==> src/rtl/score_pkg.sv <==
`default_nettype none
// ============================================================================
//  Module      : score_pkg
//  Description : Shared widths, limits and types for the snake score tracker.
//  Revision    : 1.0  initial release
// ============================================================================
package score_pkg;

    localparam int SCORE_W   = 7;
    localparam int MAX_SCORE = 99;

    typedef logic [SCORE_W-1:0] score_t;

endpackage : score_pkg
`default_nettype wire

==> src/rtl/rise_detect.sv <==
`default_nettype none
// ============================================================================
//  Module      : rise_detect
//  Description : One-cycle rising-edge detector for a level input.
//  Revision    : 1.0  initial release
// ============================================================================
module rise_detect (
    input  logic clk,
    input  logic nRst,
    input  logic d,
    output logic rise
);

    logic r_d_q;

    // Remember last cycle's level; history clears on reset.
    always_ff @(posedge clk) begin
        if (nRst) begin
            r_d_q <= 1'b0;
        end else begin
            r_d_q <= d;
        end
    end

    assign rise = d & ~r_d_q;

endmodule : rise_detect
`default_nettype wire

==> src/rtl/stop_watch_score.sv <==
`default_nettype none
// ============================================================================
//  Module      : stop_watch_score
//  Description : Snake-game score tracker. Counts apples, holds the best
//                score since reset, and flags game over on a loss or win.
//  Revision    : 1.0  initial release
// ============================================================================
module stop_watch_score
    import score_pkg::*;
#(
    parameter int SCORE_W   = score_pkg::SCORE_W,
    parameter int MAX_SCORE = score_pkg::MAX_SCORE
) (
    input  logic               clk,
    input  logic               nRst,
    input  logic               goodColl,
    input  logic               badColl,
    output logic [SCORE_W-1:0] currScore,
    output logic [SCORE_W-1:0] highScore,
    output logic               isGameComplete
);

    localparam logic [SCORE_W-1:0] c_max_score = SCORE_W'(MAX_SCORE);

    logic               w_good_rise;
    logic [SCORE_W-1:0] w_score_inc;
    logic [SCORE_W-1:0] w_next_score;
    logic               w_next_done;
    logic [SCORE_W-1:0] r_score;
    logic [SCORE_W-1:0] r_high;
    logic               r_done;

    rise_detect u_good_rise (
        .clk  (clk),
        .nRst (nRst),
        .d    (goodColl),
        .rise (w_good_rise)
    );

    assign w_score_inc = r_score + 1'b1;

    // Next score / game-over state: a loss outranks an apple on the same edge;
    // after game over only an apple matters, and it restarts without scoring.
    always_comb begin
        w_next_score = r_score;
        w_next_done  = r_done;
        if (!r_done) begin
            if (badColl) begin
                w_next_done = 1'b1;
            end else if (w_good_rise) begin
                w_next_score = w_score_inc;
                if (w_score_inc == c_max_score) begin
                    w_next_done = 1'b1;
                end
            end
        end else if (w_good_rise) begin
            w_next_score = '0;
            w_next_done  = 1'b0;
        end
    end

    // Score, best score and game-over flag registers. Best score tracks the
    // next current score so it moves on the same edge as the counter.
    always_ff @(posedge clk) begin
        if (nRst) begin
            r_score <= '0;
            r_high  <= '0;
            r_done  <= 1'b0;
        end else begin
            r_score <= w_next_score;
            r_done  <= w_next_done;
            if (w_next_score > r_high) begin
                r_high <= w_next_score;
            end
        end
    end

    assign currScore      = r_score;
    assign highScore      = r_high;
    assign isGameComplete = r_done;

endmodule : stop_watch_score
`default_nettype wire

==> config.mk <==
export PLATFORM = sky130hd
export DESIGN_NAME = stop_watch_score
export DESIGN_NICKNAME = d
export VERILOG_FILES = /design/src/rtl/score_pkg.sv /design/src/rtl/rise_detect.sv /design/src/rtl/stop_watch_score.sv
export SDC_FILE = /design/constraint.sdc
export NUM_CORES = 1
export LEC_CHECK = 0
export CAP_MARGIN = 20
export CORE_MARGIN = 5
export CORE_UTILIZATION = 40
export DETAILED_ROUTE_END_ITERATION = 6
export GPL_TIMING_DRIVEN = 0
export PLACE_DENSITY_LB_ADDON = 0.2
export SKIP_CTS_REPAIR_TIMING = 1
export SYNTH_ARGS = -nofsm -noshare
export SYNTH_HDL_FRONTEND = slang
export SYNTH_HIERARCHICAL = 1
export SYNTH_SLANG_ARGS = --single-unit
export TNS_END_PERCENT = 30
==> constraint.sdc <==
create_clock -name clk -period 2.6 [get_ports clk]
set_input_delay 0.39 -clock clk [delete_from_list [all_inputs] [get_ports clk]]
set_output_delay 0.39 -clock clk [all_outputs]
set_load 0.005 [all_outputs]
==> run_results.csv, run 1 <==
group,metric,value,unit
layout,diodes,0,
clocking,cts.root.buffer_cell,"clkbuf_4",
placed_design,gp_congestion,0.855,
clocking,cts_buffers,3,
layout,layout_cell_share_with_drive_strength_beyond_1,0.305,
synth,yosysTopAreaCellShare,0.308,
timing,max_slew_violation_count,0,
critical_path,worst-endpoint-required,2.78,ns
placed_design,dp.final_hpwl,1.79,mm
critical_path,cp_max_fo,5,
clocking,tritoncts,"yes",
timing,fin_worst_skew,0.00251,ns
power,switching_share,0.348,
synth,synth.avg_cell_area,8.65,um2
global_routing,first_global_vias,885,
clocking,cts.htree.levels,1,
timing,final.setup.tns,0,ns
critical_path,setup.worst_path.end_class,"flip-flop",
worst_hold_path,hp-class,"input port to flip-flop",
floorplan,fp.dieArea,3720,um2
synth,postSynthNetCount,134,
clocking,clockBufferDepth,2,
synth,synthTopCellsByArea,"dfxtp_1 31%, ha_1 12%, inv_1 5.1%, a21oi_1 3.9%, o21ai_0 3.4%",
power,internal_portion_of_total_power,0.562,mW
drt,ant_nets,0,
critical_path,worst_path_max_delay_cell,"dfxtp_4",
global_routing,gr-max-usage-layer,"met2",
global_routing,groute.layer.met1.usage,0.166,
power,leakagePower,0.590,nW
global_routing,grt_remaining_overflow,0,
timing,max_slew_margin,0.708,
placed_design,post-place-cells,168,
layout,area_growth,43.0,%
clocking,cts.sink_count,16,
synth,netlist-cell-type-count,41,
global_routing,gr-usage-all-layers,0.135,
timing,timing.final.crit_share,0.985,
drt,viasPerCell,5.54,
synth,synth.ff_latch_count,16,
global_routing,globalRouteMet2Util,0.227,
floorplan,io-pin-count,19,
power,seq_power_share,0.351,
critical_path,timing_worst_setup_path_type,"flip-flop to flip-flop",
clocking,worstSkewPairLatency,0.28,ns
layout,final.fill_count,215,
critical_path,r2r_setup_slack,0.04,ns
timing,setup_viol_count_final,0,
global_routing,grt_pass1_wl,3.79,mm
timing,final_hold_violating_endpoints,0,
critical_path,worst_ep_arrival_time,2.74,ns
power,combinationalPowerShare,0.505,
floorplan,die-height,61.0,um
power,report.power.total,0.862,mW
synth,synth_cells,120,
drt,routed-via-count,1003,
timing,maxClockFrequency,390,MHz
global_routing,initial_antenna_violation_count,0,
power,power_per_cell_area,580,nW/um2
layout,layoutNonFillerInstCount,181,
synth,synth_area,1040,um2
critical_path,timing.critical_path.from_type,"flip-flop",
run,maxCapViolations,0,
floorplan,initial_core_util,0.419,
global_routing,global_route.usage.met3,0.0191,
run_status,run_status,"completed",
drt,detail_route.first_pass.iterations,4,
critical_path,critical_path.cell_chain,"buf_4, buf_4, and4b_1, nor3_1, a221o_2, ha_1, a211oi_2, nor2_2, o31ai_4, buf_6, nor3_1, a31o_2",
synth,synth.yosys.seq_area_share,0.308,
floorplan,core-area,2480,um2
drt,drcViolationCount,0,
timing,worstMarginPinSlew,0.438,ns
drt,drt_first_iter_violations,61,
floorplan,die-width,61.0,um
drt,wl_per_cell,14.7,um
floorplan,row_count,18,
layout,design.final.nets,167,
drt,totalWireLength,2.66,mm
synth,yosys_warnings,6,
synth,synth_area_leader_cell,"dfxtp_1",
placed_design,io_buffer_count,18,
critical_path,cpPeakStageDelay,0.39,ns
power,netSwitchingPower,0.300,mW
power,ir_worst_vdd,589,uV
timing,setup_repair_after_global_routing_missed_its_margin,"yes",
clocking,clock_transition_at_the_registers_of_the_reported_paths,0.08,ns
global_routing,grt_start_max_net_pins,11,
timing,final_critical_path_required_period,2.56,ns
power,pwr-share-clk,0.144,
## path summary, 6_finish.rpt
path	to	startpoint	depth (start not counted)
setup / recovery	highScore[1]$_SDFFE_PP0N_	currScore[1]$_SDFF_PP0_	12
hold / removal	u_good_rise/r_d_q$_SDFF_PP0_	goodColl	2
setup reg to reg	highScore[1]$_SDFFE_PP0N_	currScore[1]$_SDFF_PP0_	12
hold reg to reg	highScore[2]$_SDFFE_PP0N_	highScore[2]$_SDFFE_PP0N_	2
## sequential cells by signal (all words and copies together) (netlist names)
name               count
highScore              7
isGameComplete         1
u_good_rise/r_d_q      1
currScore              7
## per-layer routing
layer | vias to the layer above | routed length, um
li1 | 503 | -
met1 | 467 | 1190
met2 | 25 | 1320
met3 | 8 | 112
met4 | 0 | 37
met5 | - | 0
## critical path, delay by kind of cell (launching register included)
family	cells	cell delay, ns
DFF	1	0.39
buffers and inverters	3	0.38
AOI/OAI and AO/OA	4	1.07
and+or+nand+nor	4	0.40
adders and majority gates	1	0.21
## cell usage after synthesis, drive strengths merged
cell type,instances
nor2,8
or3,1
buf,1
a211oi,2
inv,14
clkbuf,2
nand3b,1
and4b,2
a31o,2
a31oi,1
a311o,1
o21ai,7
or2,1
a21oi,8
ha,10
and2,5
and3,3
nand4b,1
mux2i,1
nor2b,4
nand2,5
nor3b,1
nand2b,1
o211ai,3
or2b,1
nand3,3
nand4,2
o311ai,2
a311oi,1
nor3,5
o31ai,1
dfxtp,16
o2bb2ai,1
a221o,3
## final cells by class
type / instances / area [um2] / area share
Timing Repair Buffer: 28 / 264 / 0.178
Buffer: 3 / 26.3 / 0.0177
Tap cell: 30 / 37.5 / 0.0253
Clock buffer: 3 / 22.5 / 0.0152
Multi-Input combinational cell: 87 / 751 / 0.505
Sequential cell: 16 / 332 / 0.223
Inverter: 14 / 52.6 / 0.0354
## power by group through the flow
stage          clock network (mW)  registers (mW)  logic (mW)
6_report                    0.124           0.303       0.435
3_5_place_dp                    0           0.309       0.335
3_3_place_gp                    0           0.308       0.330
5_1_grt                     0.139           0.307       0.483
2_1_floorplan                   0           0.310       0.218
4_1_cts                     0.129           0.304       0.339
## cell usage in the layout (no fill, tap or decap), types with 3 or more instances in the layout
master           instances
dfxtp_2                  3
dfxtp_1                 11
buf_4                    9
o211ai_1                 3
nor3_1                   4
ha_1                     7
buf_6                    3
clkdlybuf4s50_1         16
inv_1                   13
nor2_1                   7
and2_1                   4
nor2b_4                  3
ha_4                     3
a21oi_1                  7
o21ai_0                  5
nand2_1                  5
clkbuf_4                 3
## logic make-up (layout without fill, tap and decap cells)
kind of cell | count (synthesis) | in the layout | synth area share
compound gates | 32 | 32 | 0.237
fa+ha+maj | 10 | 10 | 0.120
buf+inv | 17 | 48 | 0.0651
flops | 16 | 16 | 0.308
mux | 1 | 1 | 0.00964
simple gates | 44 | 44 | 0.259
## stage by stage
stage               worst slack, ns  hold slack [ns]  area (um2)  utilization
finish                       0.0389            0.376        1490        0.599
global route                 -0.106            0.381        1490        0.599
CTS                          -0.409            0.493        1280        0.517
detailed placement           -0.623            0.470        1260        0.508
global placement             -0.588            0.467        1260        0.508
floorplan                   0.00997            0.454        1040            -
Power figures use the tool's default switching activity.
==> run 2, diff against run 1 <==
Clock period 2.6 ns to 2.55 ns, I/O delays scaled along.
==> run_results.csv, run 2 (synthesis results as in run 1) <==
group,metric,value,unit
run_status,run_status,"complete, but fails checks",
run_status,violations,"negative setup slack",
drt,totalWireLength,2.73,mm
critical_path,cpPeakStageDelay,0.41,ns
critical_path,r2r-start,"currScore[0]$_SDFF_PP0_",
critical_path,worst_path_max_delay_cell,"a221o_1",
layout,design.final.nets,168,
critical_path,setup.worst_path.end_class,"flip-flop",
floorplan,io-pin-count,19,
clocking,clock_transition_at_the_registers_of_the_reported_paths,0.09,ns
layout,area_growth,45.5,%
global_routing,grt_remaining_overflow,0,
critical_path,worst-endpoint-required,2.74,ns
placed_design,post-place-cells,168,
worst_hold_path,hold_start,"goodColl",
clocking,cts.root.buffer_cell,"clkbuf_4",
critical_path,r2r_setup_slack,-0.04,ns
timing,final_hold_violating_endpoints,0,
worst_hold_path,holdPathStages,2,
floorplan,core-area,2480,um2
timing,setup_viol_count_final,1,
drt,drcViolationCount,0,
clocking,cts.htree.levels,1,
global_routing,grt_start_max_net_pins,11,
power,report.power.total,0.907,mW
timing,post-route-worst-setup-slack,-0.0420,ns
layout,most_used_cells_in_the_layout_excluding_fill_and_tap_cells,"16 x clkdlybuf4s50_1, 13 x inv_1, 12 x dfxtp_1, 11 x buf_4",
drt,viasPerCell,5.76,
global_routing,initial_antenna_violation_count,0,
power,leakagePower,0.601,nW
power,power_per_cell_area,600,nW/um2
critical_path,timing_worst_setup_path_type,"flip-flop to flip-flop",
clocking,cts_buffers,3,
layout,final_core_util,0.610,
clocking,clockBufferDepth,2,
clocking,tritoncts,"yes",
timing,final_critical_path_required_period,2.59,ns
placed_design,io_buffer_count,18,
layout,mostFrequentLayoutCell,"clkdlybuf4s50_1",
floorplan,row_count,18,
global_routing,grt_pass1_wl,3.94,mm
worst_hold_path,holdPathEnd,"u_good_rise/r_d_q$_SDFF_PP0_",
worst_hold_path,hp-class,"input port to flip-flop",
placed_design,dp.final_hpwl,1.85,mm
drt,ant_nets,0,
layout,diodes,0,
timing,maxClockFrequency,386,MHz
critical_path,reg2reg_to,"highScore[0]$_SDFFE_PP0N_",
global_routing,first_global_vias,931,
timing,setup_repair_after_global_routing_missed_its_margin,"yes",
timing,max_slew_violation_count,0,
drt,routed-via-count,1049,
run,maxCapViolations,0,
critical_path,cp_max_fo,6,
critical_path,worst_ep_arrival_time,2.78,ns
critical_path,timing.critical_path.from_type,"flip-flop",
floorplan,fp.dieArea,3720,um2
drt,detail_route.first_pass.iterations,4,
timing,max_slew_margin,0.715,
critical_path,critical_path.cell_chain,"ha_4, nor2b_4, and3_1, a221o_1, ha_4, nand4_1, or2_4, o31ai_4, buf_4, nor3_2, a31o_2",
timing,timing.final.crit_share,1.02,
floorplan,die-width,61.0,um
clocking,cts.sink_count,16,
drt,wl_per_cell,15.0,um
critical_path,critPathBufInv,1,
timing,worstMarginPinSlew,0.427,ns
critical_path,family_with_the_most_delay_on_the_worst_path,"simple AND/OR/NAND/NOR gates",
timing,fin_worst_skew,0.000868,ns
critical_path,timing.reg2reg.worst_path_depth,11,
floorplan,die-height,61.0,um
placed_design,gp_congestion,0.814,
floorplan,initial_core_util,0.419,
layout,layout_cell_share_with_drive_strength_beyond_1,0.329,
layout,layoutNonFillerInstCount,182,
power,ir_worst_vdd,609,uV
drt,drt_first_iter_violations,48,
critical_path,most_frequent_cell_on_the_critical_path,"ha_4",
global_routing,gr-usage-all-layers,0.144,
clocking,worstSkewPairLatency,0.28,ns
[run 2: cell types whose count changed in the layout (fill, tap and decap cells not counted), sizes merged]
cell and change:
buf +1
[run 2: worst max-delay path by stage]
stage / to / depth (start not counted) / slack, ns / start
floorplan: highScore[2]$_SDFFE_PP0N_ / 11 / 0.006 / currScore[1]$_SDFF_PP0_
global placement: highScore[4]$_SDFFE_PP0N_ / 13 / -0.61 / goodColl
detailed placement: highScore[3]$_SDFFE_PP0N_ / 12 / -0.65 / goodColl
CTS: highScore[3]$_SDFFE_PP0N_ / 11 / -0.40 / currScore[1]$_SDFF_PP0_
global route: highScore[0]$_SDFFE_PP0N_ / 10 / -0.13 / currScore[0]$_SDFF_PP0_
finish: highScore[0]$_SDFFE_PP0N_ / 11 / -0.04 / currScore[0]$_SDFF_PP0_
[run 2: through the flow]
stage,hold slack (ns),worst slack [ns],instance area [um2],TNS [ns]
floorplan,0.447,0.00554,1050,0
global placement,0.466,-0.606,1260,-3.98
detailed placement,0.470,-0.651,1260,-4.23
CTS,0.489,-0.396,1290,-2.30
global route,0.354,-0.125,1510,-0.523
finish,0.354,-0.0420,1510,-0.0420
[run 2: layer usage]
metal | vias to the layer above | global-route usage | wire length (um)
li1 | 500 | - | -
met1 | 507 | 0.164 | 1110
met2 | 34 | 0.253 | 1430
met3 | 8 | 0.0234 | 136
met4 | 0 | 0.0774 | 62
met5 | - | 0 | 0
[run 2: area by class of cell]
class,count,area (um2)
clock buffer,3,22.5
multi-input combinational,87,774
timing repair buffer,29,268
buffer,3,26.3
inverter,14,52.6
tap,30,37.5
fill,209,966
sequential,16,330
[run 2: report_power, final]
| group | switching [mW] | total, mW | internal [mW] |
|---|---|---|---|
| registers | 0.0245 | 0.309 | 0.285 |
| clock network | 0.0783 | 0.133 | 0.0549 |
| logic | 0.219 | 0.465 | 0.246 |
==> run 3, diff against run 2 <==
Settings changed: CORE_UTILIZATION 40 to 51.
==> run_results.csv, run 3 (synthesis results as in run 1) <==
group,metric,value,unit
critical_path,worst_ep_arrival_time,2.90,ns
drt,detail_route.first_pass.iterations,4,
critical_path,critPathBufInv,2,
critical_path,critical_path.cell_chain,"buf_4, nand3_2, or3_4, o311ai_4, ha_4, o21ai_2, nor2_2, o31ai_4, buf_4, nor3_2, a31o_2",
critical_path,family_with_the_most_delay_on_the_worst_path,"compound AO/OA/AOI/OAI gates",
timing,max_slew_violation_count,0,
global_routing,grt_start_max_net_pins,11,
timing,maxClockFrequency,372,MHz
layout,diodes,0,
layout,final.fill_count,143,
floorplan,io-pin-count,19,
timing,worstMarginPinSlew,0.432,ns
power,leakagePower,0.592,nW
critical_path,timing_worst_setup_path_type,"flip-flop to flip-flop",
power,power_per_cell_area,641,nW/um2
critical_path,setup.worst_path.end_class,"flip-flop",
placed_design,dp_worst_setup_slack,-0.663,ns
worst_hold_path,hp-class,"input port to flip-flop",
floorplan,core-area,1940,um2
floorplan,fp.dieArea,3040,um2
layout,most_used_cells_in_the_layout_excluding_fill_and_tap_cells,"16 x clkdlybuf4s50_1, 14 x inv_1, 12 x dfxtp_1, 11 x buf_4",
placed_design,gp_congestion,0.908,
timing,post-route-worst-setup-slack,-0.141,ns
timing,setup_viol_count_final,7,
timing,fin_worst_skew,0.00238,ns
floorplan,die-width,55.1,um
clocking,tritoncts,"yes",
layout,mostFrequentLayoutCell,"clkdlybuf4s50_1",
floorplan,initial_core_util,0.535,
critical_path,worst_path_max_delay_cell,"or3_4",
timing,timing.final.crit_share,1.06,
timing,final_hold_violating_endpoints,0,
drt,drt_first_iter_violations,24,
clocking,worstSkewPairLatency,0.30,ns
drt,totalWireLength,2.90,mm
global_routing,first_global_vias,925,
timing,max_slew_margin,0.712,
clocking,clockBufferDepth,2,
run,maxCapViolations,0,
floorplan,die-height,55.1,um
drt,routed-via-count,1060,
layout,design.final.nets,167,
global_routing,grt_remaining_overflow,0,
critical_path,cp_max_fo,9,
timing,setup_repair_after_global_routing_missed_its_margin,"yes",
drt,ant_nets,0,
placed_design,dp.final_hpwl,1.79,mm
clocking,cts.htree.levels,1,
run_status,run_status,"complete, but fails checks",
critical_path,timing.critical_path.from_type,"flip-flop",
clocking,cts_buffers,3,
clocking,cts.root.buffer_cell,"clkbuf_4",
critical_path,cpPeakStageDelay,0.40,ns
global_routing,initial_antenna_violation_count,0,
run_status,violations,"negative setup slack",
critical_path,most_frequent_cell_on_the_critical_path,"buf_4",
global_routing,grt_pass1_wl,3.96,mm
layout,area_growth,44.6,%
timing,final_critical_path_required_period,2.69,ns
floorplan,row_count,16,
drt,wl_per_cell,16.2,um
global_routing,gr-usage-all-layers,0.176,
placed_design,io_buffer_count,18,
layout,layout_cell_share_with_drive_strength_beyond_1,0.303,
drt,viasPerCell,5.92,
drt,drcViolationCount,0,
critical_path,worst-endpoint-required,2.76,ns
layout,final_core_util,0.773,
clocking,cts.sink_count,16,
clocking,clock_transition_at_the_registers_of_the_reported_paths,0.10,ns
power,ir_worst_vdd,670,uV
-- run 3: worst paths after layout --
| check | from | end | slack (ns) | cells after the start |
|---|---|---|---|---|
| max | currScore[2]$_SDFF_PP0_ | highScore[0]$_SDFFE_PP0N_ | -0.14 | 11 |
| min | goodColl | u_good_rise/r_d_q$_SDFF_PP0_ | 0.34 | 2 |
| max reg2reg | currScore[2]$_SDFF_PP0_ | highScore[0]$_SDFFE_PP0N_ | -0.14 | 11 |
| min reg2reg | highScore[6]$_SDFFE_PP0N_ | highScore[6]$_SDFFE_PP0N_ | 0.49 | 2 |
-- run 3: cell type report --
type | instances | area (um2) | share of cell area
well taps | 27 | 33.8 | 0.0225
plain buffers | 3 | 22.5 | 0.0150
inverters | 14 | 52.6 | 0.0350
clock buffers | 4 | 36.3 | 0.0242
repair buffers | 28 | 260 | 0.173
flip-flops and latches | 16 | 330 | 0.220
multi-input cells | 87 | 766 | 0.510
-- run 3: routing by layer --
metal,global-route usage,wire length (um)
met5,0,0
met4,0.0445,42
met3,0.0375,129
met2,0.303,1520
met1,0.221,1210
-- run 3: report_power, final --
group / switching, mW / internal, mW / total (mW)
registers: 0.0254 / 0.285 / 0.311
logic: 0.218 / 0.257 / 0.475
clock network: 0.0888 / 0.0873 / 0.176
-- run 3: through the flow --
stage / cells / hold WS (ns) / TNS [ns] / area [um2] / power [mW]
3_5_place_dp: 165 / 0.476 / -4.34 / 1260 / 0.666
6_report: 179 / 0.342 / -0.506 / 1500 / 0.962
2_1_floorplan: 120 / 0.447 / 0 / 1050 / 0.545
4_1_cts: 169 / 0.490 / -2.20 / 1300 / 0.836
3_3_place_gp: 165 / 0.464 / -3.94 / 1260 / 0.654
5_1_grt: 179 / 0.359 / -1.36 / 1500 / 1.03
